**src/rtl/mem_port_arbiter.sv**
```systemverilog
// Shares one in-order req/gnt/rvalid memory port between instruction fetch and
// the LSU, routing responses back through a small ID FIFO.
module mem_port_arbiter #(
  parameter int unsigned MAX_OUTSTANDING = 2,
  parameter int unsigned STARVE_LIMIT    = 4
) (
  input  logic        clk,
  input  logic        rst,
  input  logic        instr_req_i,
  input  logic [31:0] instr_addr_i,
  output logic        instr_gnt_o,
  output logic        instr_rvalid_o,
  output logic [31:0] instr_rdata_o,
  output logic        instr_err_o,
  input  logic        instr_flush_i,
  input  logic        data_req_i,
  input  logic        data_we_i,
  input  logic [3:0]  data_be_i,
  input  logic [31:0] data_addr_i,
  input  logic [31:0] data_wdata_i,
  output logic        data_gnt_o,
  output logic        data_rvalid_o,
  output logic [31:0] data_rdata_o,
  output logic        data_err_o,
  output logic        mem_req_o,
  output logic        mem_we_o,
  output logic [3:0]  mem_be_o,
  output logic [31:0] mem_addr_o,
  output logic [31:0] mem_wdata_o,
  input  logic        mem_gnt_i,
  input  logic        mem_rvalid_i,
  input  logic [31:0] mem_rdata_i,
  input  logic        mem_err_i,
  output logic        busy_o,
  output logic        protocol_err_o
);

  localparam int unsigned CNT_W = $clog2(MAX_OUTSTANDING + 1);
  localparam int unsigned PTR_W = (MAX_OUTSTANDING > 1) ? $clog2(MAX_OUTSTANDING) : 1;
  localparam int unsigned STV_W = $clog2(STARVE_LIMIT + 1);

  typedef enum logic {OWN_INSTR = 1'b0, OWN_DATA = 1'b1} owner_e;
  typedef enum logic [1:0] {LK_IDLE, LK_INSTR, LK_DATA} lock_e;

  lock_e              lock_q, lock_d;
  logic [STV_W-1:0]   starve_q, starve_d;
  logic [CNT_W-1:0]   count_q, count_d;
  logic [PTR_W-1:0]   wptr_q, rptr_q;
  owner_e             id_q   [MAX_OUTSTANDING];
  logic               drop_q [MAX_OUTSTANDING];
  logic               protocol_err_q;

  owner_e owner;
  logic   owner_valid, req, gnt, push, pop, not_full;
  owner_e head_id;
  logic   head_drop;

  function automatic logic [PTR_W-1:0] ptr_inc(input logic [PTR_W-1:0] p);
    return (p == PTR_W'(MAX_OUTSTANDING - 1)) ? '0 : p + 1'b1;
  endfunction

  assign not_full  = (count_q < CNT_W'(MAX_OUTSTANDING));
  assign head_id   = id_q[rptr_q];
  assign head_drop = drop_q[rptr_q];
  assign pop       = mem_rvalid_i & (count_q != '0);

  // Owner selection, lock tracking and starvation counter update
  always_comb begin
    owner       = OWN_DATA;
    owner_valid = 1'b0;
    lock_d      = lock_q;
    starve_d    = starve_q;
    case (lock_q)
      LK_INSTR: begin
        owner       = OWN_INSTR;
        owner_valid = instr_req_i & ~instr_flush_i;
      end
      LK_DATA: begin
        owner       = OWN_DATA;
        owner_valid = data_req_i;
      end
      default: begin
        if (instr_req_i & ~instr_flush_i &
            ((starve_q >= STV_W'(STARVE_LIMIT)) | ~data_req_i)) begin
          owner       = OWN_INSTR;
          owner_valid = 1'b1;
        end else if (data_req_i) begin
          owner       = OWN_DATA;
          owner_valid = 1'b1;
        end
      end
    endcase
    req  = owner_valid & not_full;
    gnt  = req & mem_gnt_i;
    push = gnt;
    if (req & ~mem_gnt_i) begin
      lock_d = (owner == OWN_INSTR) ? LK_INSTR : LK_DATA;
    end else if (gnt) begin
      lock_d = LK_IDLE;
    end
    if ((gnt & (owner == OWN_INSTR)) | ~instr_req_i) begin
      starve_d = '0;
    end else if (gnt & (owner == OWN_DATA) & (starve_q < STV_W'(STARVE_LIMIT))) begin
      starve_d = starve_q + 1'b1;
    end
    case ({push, pop})
      2'b10:   count_d = count_q + 1'b1;
      2'b01:   count_d = count_q - 1'b1;
      default: count_d = count_q;
    endcase
  end

  always_ff @(posedge clk or posedge rst) begin
    if (rst) begin
      lock_q         <= LK_IDLE;
      starve_q       <= '0;
      count_q        <= '0;
      wptr_q         <= '0;
      rptr_q         <= '0;
      protocol_err_q <= 1'b0;
    end else begin
      lock_q         <= lock_d;
      starve_q       <= starve_d;
      count_q        <= count_d;
      protocol_err_q <= protocol_err_q | (mem_rvalid_i & (count_q == '0));
      if (push) wptr_q <= ptr_inc(wptr_q);
      if (pop)  rptr_q <= ptr_inc(rptr_q);
    end
  end

  // FIFO storage; a flush marks every fetch entry so its response is swallowed
  always_ff @(posedge clk or posedge rst) begin
    if (rst) begin
      for (int i = 0; i < int'(MAX_OUTSTANDING); i++) begin
        id_q[i]   <= OWN_INSTR;
        drop_q[i] <= 1'b0;
      end
    end else begin
      if (instr_flush_i) begin
        for (int i = 0; i < int'(MAX_OUTSTANDING); i++) begin
          if (id_q[i] == OWN_INSTR) drop_q[i] <= 1'b1;
        end
      end
      if (push) begin
        id_q[wptr_q]   <= owner;
        drop_q[wptr_q] <= 1'b0;
      end
    end
  end

  // Combinational outputs are forced low while reset is asserted
  always_comb begin
    mem_req_o      = req & ~rst;
    instr_gnt_o    = gnt & (owner == OWN_INSTR) & ~rst;
    data_gnt_o     = gnt & (owner == OWN_DATA) & ~rst;
    mem_we_o       = 1'b0;
    mem_be_o       = 4'h0;
    mem_addr_o     = 32'h0;
    mem_wdata_o    = 32'h0;
    if (owner_valid & ~rst) begin
      if (owner == OWN_INSTR) begin
        mem_be_o   = 4'hF;
        mem_addr_o = instr_addr_i;
      end else begin
        mem_we_o    = data_we_i;
        mem_be_o    = data_be_i;
        mem_addr_o  = data_addr_i;
        mem_wdata_o = data_wdata_i;
      end
    end
    instr_rvalid_o = pop & (head_id == OWN_INSTR) & ~head_drop & ~instr_flush_i & ~rst;
    data_rvalid_o  = pop & (head_id == OWN_DATA) & ~rst;
    instr_rdata_o  = instr_rvalid_o ? mem_rdata_i : 32'h0;
    instr_err_o    = instr_rvalid_o & mem_err_i;
    data_rdata_o   = data_rvalid_o ? mem_rdata_i : 32'h0;
    data_err_o     = data_rvalid_o & mem_err_i;
  end

  assign busy_o         = (count_q != '0);
  assign protocol_err_o = protocol_err_q;

endmodule

```
**config.mk**
```make
export PLATFORM = sky130hd
export DESIGN_NAME = mem_port_arbiter
export DESIGN_NICKNAME = d
export VERILOG_FILES = /design/src/rtl/mem_port_arbiter.sv
export SDC_FILE = /design/constraint.sdc
export NUM_CORES = 1
export LEC_CHECK = 0
export ABC_AREA = 0
export CAP_MARGIN = 20
export CORE_AREA = 2 2 109 111
export CTS_CLUSTER_SIZE = 14
export DETAILED_ROUTE_END_ITERATION = 10
export DIE_AREA = 0 0 111 113
export DONT_BUFFER_PORTS = 1
export GPL_ROUTABILITY_DRIVEN = 0
export SKIP_LAST_GASP = 1
export SYNTH_ARGS = -nofsm -noshare
export SYNTH_HDL_FRONTEND = slang
export SYNTH_SLANG_ARGS = --single-unit
export TNS_END_PERCENT = 100
```
**constraint.sdc**
```tcl
create_clock -name clk -period 2 [get_ports clk]
set_input_delay 0.4 -clock clk [delete_from_list [all_inputs] [get_ports clk]]
set_output_delay 0.4 -clock clk [all_outputs]
set_load 0.02 [all_outputs]
```
### After elaboration in Yosys (flattened, before gate mapping)

Cells that the tools add are included.

* bits of input ports: 141
* memories: 0
* flip-flop bits (word level): 14
* ROM bits: 0
* word-level logic and storage cells: 104
* bits in latches: 0
* output and inout bits: 142
* RAM bits: 0

* divide/modulo/power cells: 0
* shift-type cells: 0
* bitwise operators: 37
* equal/unequal tests: 4
* add/sub/neg operators: 5
* magnitude comparators: 6
* muxes and demuxes: 36
* multiply operators: 0
* reduce and logical (&&, ||, !) cells: 6

Operators by type and width (number)
* two-way mux 32 bit: 6
* bitwise AND 1 bit: 22
* two-way mux 1 bit: 16
* two-way mux 2 bit: 5
* two-way mux 4 bit: 2
* NOT 1 bit: 8
* nonzero test 2 bit: 4
* two-way mux 3 bit: 2
* equality test 2 x 1 -> 1 bit (second input constant): 2
* equality test 2 bit (second input constant): 2
* >= comparator 2 bit (second input constant): 2
* NOT 1 -> 2 bit: 2
* one-hot mux 1 bit (2 select lines): 2
* one-hot mux 2 bit (2 select lines): 1
* adder 3 x 1 -> 3 bit (second input constant): 1
* >= comparator 3 bit (second input constant): 1
* less-than comparator 3 bit (second input constant): 1
* OR 1 bit: 3
* adder 1 bit (second input constant): 2
* adder 2 x 1 -> 2 bit (second input constant): 1
* bitwise AND 2 bit: 1
* bitwise mux 2 bit: 1
* logical NOT 2 bit: 1
* less-than comparator 2 x 1 -> 1 bit (second input constant): 1
* 5 further kinds: 5

### Logic depth before layout (Yosys ltp)

* word-level depth: 11
* gate-level depth with buffers: 9
* depth with buffers taken out: 9

### Worst setup path before layout

No wires, ideal clock.

* path type: register to output
* from: register lock_q[0]
* to: output port instr_gnt_o
* cell stages (with the launch flop): 8
* path buffers: 2
* required time: 1.600 ns
* path slack: -0.285 ns
* data arrival time: 1.885 ns
* cell sequence: dfrtp_1 inv_1 ha_1 nand3b_1 o22a_1 buf_2 buf_2 nor3_1

* word-level cells in the longest chain between the ends: 6
* elaborated cells between the ends (all ways): 9
* classes of those cells: eq/ne (2); mux (2); bitwise (5)

RTL lines
* from (decl): RTL line 45 `lock_e lock_q, lock_d;`
* from (signal assigned): RTL line 122 `lock_q <= lock_d;`
* equality test 2 bit or equality test 2 x 1 -> 1 bit (tied branches): RTL line 73 `case (lock_q)`
* one-hot mux 1 bit (2 select lines): RTL line 73
* bitwise AND 1 bit: RTL line 93 `req = owner_valid & not_full;`
* bitwise AND 1 bit: RTL line 94 `gnt = req & mem_gnt_i;`
* bitwise AND 1 bit (*) (2 in series): RTL line 154 `instr_gnt_o = gnt & (owner == OWN_INSTR) & ~rst;`
* to (decl): RTL line 11 `output logic instr_gnt_o,`

Every way passes the cells marked *; elsewhere a longest branch is shown, timed or not.

### Worst setup path in the final report

* from: register lock_q[1]
* to: output port mem_wdata_o[23]

* word-level cells in the longest chain between the ends: 4
* elaborated cells between the ends (all ways): 7
* classes of those cells: eq/ne (2); mux (4); bitwise (1)

RTL lines
* equality test 2 bit or equality test 2 x 1 -> 1 bit (tied branches): RTL line 73
* one-hot mux 1 bit (2 select lines): RTL line 73
* two-way mux 32 bit or bitwise AND 1 bit (tied branches): RTL line 161, 160
* two-way mux 32 bit (*): RTL line 160 `if (owner_valid & ~rst) begin`
* to (decl): RTL line 29 `output logic [31:0] mem_wdata_o,`

Marked as above.

==> metrics.txt <==
# TYPE chip_impl_metric gauge
chip_impl_metric{name="synthMuxAreaShare",unit="%"} 2.54
chip_impl_metric{name="drive_above_1_share",unit="%"} 63.9
chip_impl_metric{name="global_route.usage.total",unit="%"} 12.4
chip_impl_metric{name="port_buffer_count",unit=""} 0
chip_impl_metric{name="first_pass_iters",unit=""} 4
chip_impl_metric{name="route.antenna.remaining_nets",unit=""} 0
chip_impl_metric{name="final_net_count",unit=""} 487
chip_impl_metric{name="synth.net_count",unit=""} 449
chip_impl_metric{name="slew-limit-headroom",unit="%"} 72.4
chip_impl_metric{name="yosys.area_share.simple",unit="%"} 49.5
chip_impl_metric{name="ys_seq_elements",unit=""} 14
chip_impl_metric{name="total_leakage_power",unit="uW"} 0.00141
chip_impl_info{name="status",value="finished with violations"} 1
chip_impl_info{name="timing.hold.worst.class",value="in2async"} 1
chip_impl_metric{name="count_of_final_setup_violators",unit=""} 91
chip_impl_metric{name="fin_setup_tns",unit="ns"} -22.13
chip_impl_metric{name="clock.fmax",unit="MHz"} 427
chip_impl_metric{name="overflow",unit=""} 0
chip_impl_metric{name="diodes",unit=""} 0
chip_impl_metric{name="placement_rows",unit=""} 39
chip_impl_metric{name="final_critical_path_required_period",unit="ns"} 2.34
chip_impl_metric{name="post_drt_via_cell_ratio",unit=""} 4.82
chip_impl_metric{name="area_of_the_mapped_netlist",unit="sq um"} 2070
chip_impl_info{name="startpoint_type",value="register"} 1
chip_impl_metric{name="skew",unit="ns"} 0.00163
chip_impl_metric{name="vias",unit=""} 2335
chip_impl_metric{name="fin_cells",unit=""} 484
chip_impl_metric{name="ir_drop",unit="mV"} 0.809
chip_impl_metric{name="synth_async_sr_flop_share",unit="%"} 100
chip_impl_metric{name="syn_to_final_growth",unit="%"} 68.6
chip_impl_metric{name="cp.required",unit="ns"} 1.60
chip_impl_info{name="combinational_family_with_the_most_area_after_synthesis",value="simple AND/OR/NAND/NOR gates"} 1
chip_impl_metric{name="first_global_vias",unit=""} 2281
chip_impl_info{name="rsz0062_at_grt",value="yes"} 1
chip_impl_metric{name="die_x",unit="microns"} 111
chip_impl_metric{name="maxCapViolations",unit=""} 0
chip_impl_metric{name="grt_start_max_net_pins",unit=""} 35
chip_impl_metric{name="die_h",unit="microns"} 113
chip_impl_metric{name="synthesized_area_fraction_occupied_by_xor_and_xnor_cells",unit="%"} 2.12
chip_impl_metric{name="cts_inserted_buffers",unit=""} 3
chip_impl_metric{name="final-hold-violation-count",unit=""} 0
chip_impl_metric{name="wl_per_cell",unit="microns"} 18.5
chip_impl_metric{name="tritoncts_sink_count",unit=""} 14
chip_impl_metric{name="grt_pass1_wl",unit="microns"} 12400
chip_impl_metric{name="synth_area_in_adders",unit="%"} 2.42
chip_impl_metric{name="dp.final_hpwl",unit="microns"} 6690
chip_impl_metric{name="edff_count_synth",unit=""} 0
chip_impl_metric{name="dp_cells",unit=""} 456
chip_impl_metric{name="post-place-ws",unit="ns"} -0.0923
chip_impl_metric{name="synth_instances",unit=""} 304
chip_impl_metric{name="utilization",unit="%"} 30.9
chip_impl_metric{name="cts_max_level",unit=""} 1
chip_impl_metric{name="design.core.area",unit="sq um"} 11300
chip_impl_metric{name="io_pins",unit=""} 283
chip_impl_metric{name="yosys.cell_types.count",unit=""} 41
chip_impl_metric{name="timing_worst_slew_pin_value",unit="ns"} 0.411
chip_impl_metric{name="clk_latency",unit="ns"} 0.25
chip_impl_metric{name="floorplan.initialDensity",unit="%"} 18.3
chip_impl_metric{name="grt_antenna_before_repair",unit=""} 0
chip_impl_metric{name="synth_compound_area_share",unit="%"} 17.9
chip_impl_metric{name="power_density_cells",unit="nW/um^2"} 1650
chip_impl_metric{name="drc",unit=""} 0
chip_impl_metric{name="critical_path.max_fanout",unit=""} 17
chip_impl_info{name="cts_tree",value="built"} 1
chip_impl_metric{name="timing_max_transition_violations_final",unit=""} 0
chip_impl_metric{name="synth-warning-count",unit=""} 0
chip_impl_metric{name="fin_ws",unit="ns"} -0.340
chip_impl_info{name="clockRootBuffer",value="sky130_fd_sc_hd__clkbuf_16"} 1
chip_impl_info{name="worstSetupPathType",value="reg2out"} 1
chip_impl_metric{name="totalWireLength",unit="microns"} 8950
chip_impl_metric{name="finalCritPeriodShare",unit="%"} 117
chip_impl_metric{name="wp_data_arrival",unit="ns"} 1.94
chip_impl_metric{name="final_design_area_no_fill",unit="sq um"} 3480
chip_impl_metric{name="detailed_place.area",unit="sq um"} 2790
chip_impl_metric{name="postSynthAreaPerCell",unit="sq um"} 6.80
chip_impl_metric{name="fp.dieArea",unit="sq um"} 12500
chip_impl_info{name="critical_path.endpoint_type",value="output port"} 1
chip_impl_metric{name="drt_iter0_drc",unit=""} 123
chip_impl_metric{name="share_of_the_yosys_chip_area_belonging_to_registers",unit="%"} 17.0
chip_impl_metric{name="clockBufferDepth",unit=""} 2
chip_impl_metric{name="path_clk_slew",unit="ns"} 0.05
chip_impl_info{name="synth-main-ff-cell",value="sky130_fd_sc_hd__dfrtp_1"} 1
chip_impl_info{name="violated_checks",value="setup timing"} 1
==> per-layer routing <==
layer	track usage (%)	vias up	routed length (microns)
met5	0	-	0
met4	3.33	0	131
met3	3.21	15	773
met2	21.8	141	4600
met1	15.1	1122	3440
li1	-	1057	-
==> critical path: stages (launching register included) <==
cell and delay (ns):
sky130_fd_sc_hd__dfrtp_1 0.40, sky130_fd_sc_hd__ha_4 0.28, sky130_fd_sc_hd__nand3b_1 0.16, sky130_fd_sc_hd__o22ai_4 0.26, sky130_fd_sc_hd__a211oi_4 0.05, sky130_fd_sc_hd__buf_6 0.15, sky130_fd_sc_hd__buf_12 0.13, sky130_fd_sc_hd__and2_2 0.24
==> registers in the layout (all words and copies together) (netlist names) <==
signal / flops
lock_q: 2
rptr_q: 1
count_q: 2
starve_q: 3
wptr_q: 1
id_q: 2
drop_q: 2
protocol_err_o: 1
==> timing repair <==
item                       CTS  global route
setup endpoints to repair  139           140
pin swaps                   34            27
buffers inserted            21             2
resized for setup           94            65
gates cloned                 5             2
hold buffers                 0             0
==> cells by family (layout without fill, tap and decap cells) <==
group / Yosys count / after routing
flip-flops: 14 / 14
adder cells (fa/ha/maj): 4 / 4
AND/OR/NAND/NOR: 192 / 192
AO/OA/AOI/OAI: 56 / 56
multiplexers: 5 / 5
buffers and inverters: 28 / 65
XOR/XNOR: 5 / 5
==> path summary, 6_finish.rpt <==
check	cells after the start	endpoint	slack, ns	startpoint
max	7	mem_wdata_o[23]	-0.34	lock_q[1]
max in group asynchronous	2	rptr_q	1.70	rst
max reg2reg	9	count_q[1]	-0.01	lock_q[1]
min reg2reg	1	starve_q[1]	0.54	starve_q[1]
min	2	starve_q[2]	0.12	rst
min in group clk	1	protocol_err_o	0.27	mem_rvalid_i
==> cells in the mapped netlist, types with 2 or more instances <==
master	instances	share of area, %
sky130_fd_sc_hd__nor3_1	4	0.97
sky130_fd_sc_hd__inv_2	2	0.36
sky130_fd_sc_hd__nor2b_1	2	0.61
sky130_fd_sc_hd__ha_1	4	2.4
sky130_fd_sc_hd__and2_1	99	30
sky130_fd_sc_hd__buf_4	3	1.1
sky130_fd_sc_hd__buf_2	6	1.5
sky130_fd_sc_hd__nand2_1	65	12
sky130_fd_sc_hd__dfrtp_1	14	17
sky130_fd_sc_hd__clkbuf_1	4	0.73
sky130_fd_sc_hd__nor2_1	15	2.7
sky130_fd_sc_hd__a32o_1	2	0.97
sky130_fd_sc_hd__xnor2_1	4	1.7
sky130_fd_sc_hd__a21oi_1	38	9.2
sky130_fd_sc_hd__mux2i_1	3	1.5
sky130_fd_sc_hd__buf_6	7	3.8
sky130_fd_sc_hd__mux2_2	2	1.1
sky130_fd_sc_hd__o21a_1	2	0.73
sky130_fd_sc_hd__inv_1	6	1.1
==> layout make-up <==
type                            count  area (sq um)
Timing Repair Buffer               53           643
Sequential cell                    14           350
Multi-Input combinational cell    262          2190
Tap cell                          143           179
Clock buffer                        4          88.8
Fill cell                        1170          7790
Inverter                            8          30.0
==> through the flow <==
stage          hold WS (ns)  total power, uW
2_1_floorplan         0.320             3840
3_3_place_gp          0.385             4490
3_5_place_dp          0.396             4590
4_1_cts               0.132             5460
5_1_grt               0.152             6090
6_report              0.124             5750
==> layout by cell type (no fill, tap or decap), types with 2 or more instances in the layout <==
cell	instances
sky130_fd_sc_hd__a21oi_2	2
sky130_fd_sc_hd__mux2i_1	3
sky130_fd_sc_hd__and2_2	45
sky130_fd_sc_hd__xnor2_1	4
sky130_fd_sc_hd__dfrtp_1	14
sky130_fd_sc_hd__clkbuf_16	4
sky130_fd_sc_hd__and2_4	54
sky130_fd_sc_hd__o21ai_4	2
sky130_fd_sc_hd__ha_1	2
sky130_fd_sc_hd__buf_6	6
sky130_fd_sc_hd__buf_4	29
sky130_fd_sc_hd__mux2_2	2
sky130_fd_sc_hd__nand2_1	65
sky130_fd_sc_hd__nor2_2	8
sky130_fd_sc_hd__a21oi_4	32
sky130_fd_sc_hd__nor3_4	3
sky130_fd_sc_hd__buf_8	3
sky130_fd_sc_hd__inv_2	3
sky130_fd_sc_hd__inv_1	5
sky130_fd_sc_hd__nor2_1	7
sky130_fd_sc_hd__a21oi_1	5
sky130_fd_sc_hd__buf_12	13
sky130_fd_sc_hd__nor2b_1	2
sky130_fd_sc_hd__a32o_1	2
==> power breakdown <==
part / internal, uW / switching, uW / leakage [uW]
combinational: 1920 / 2900 / 0.00120
sequential: 395 / 100 / 0.000165
clock: 304 / 125 / 0.0000442
total: 2620 / 3130 / 0.00141
(Power assumes the default switching activity.)
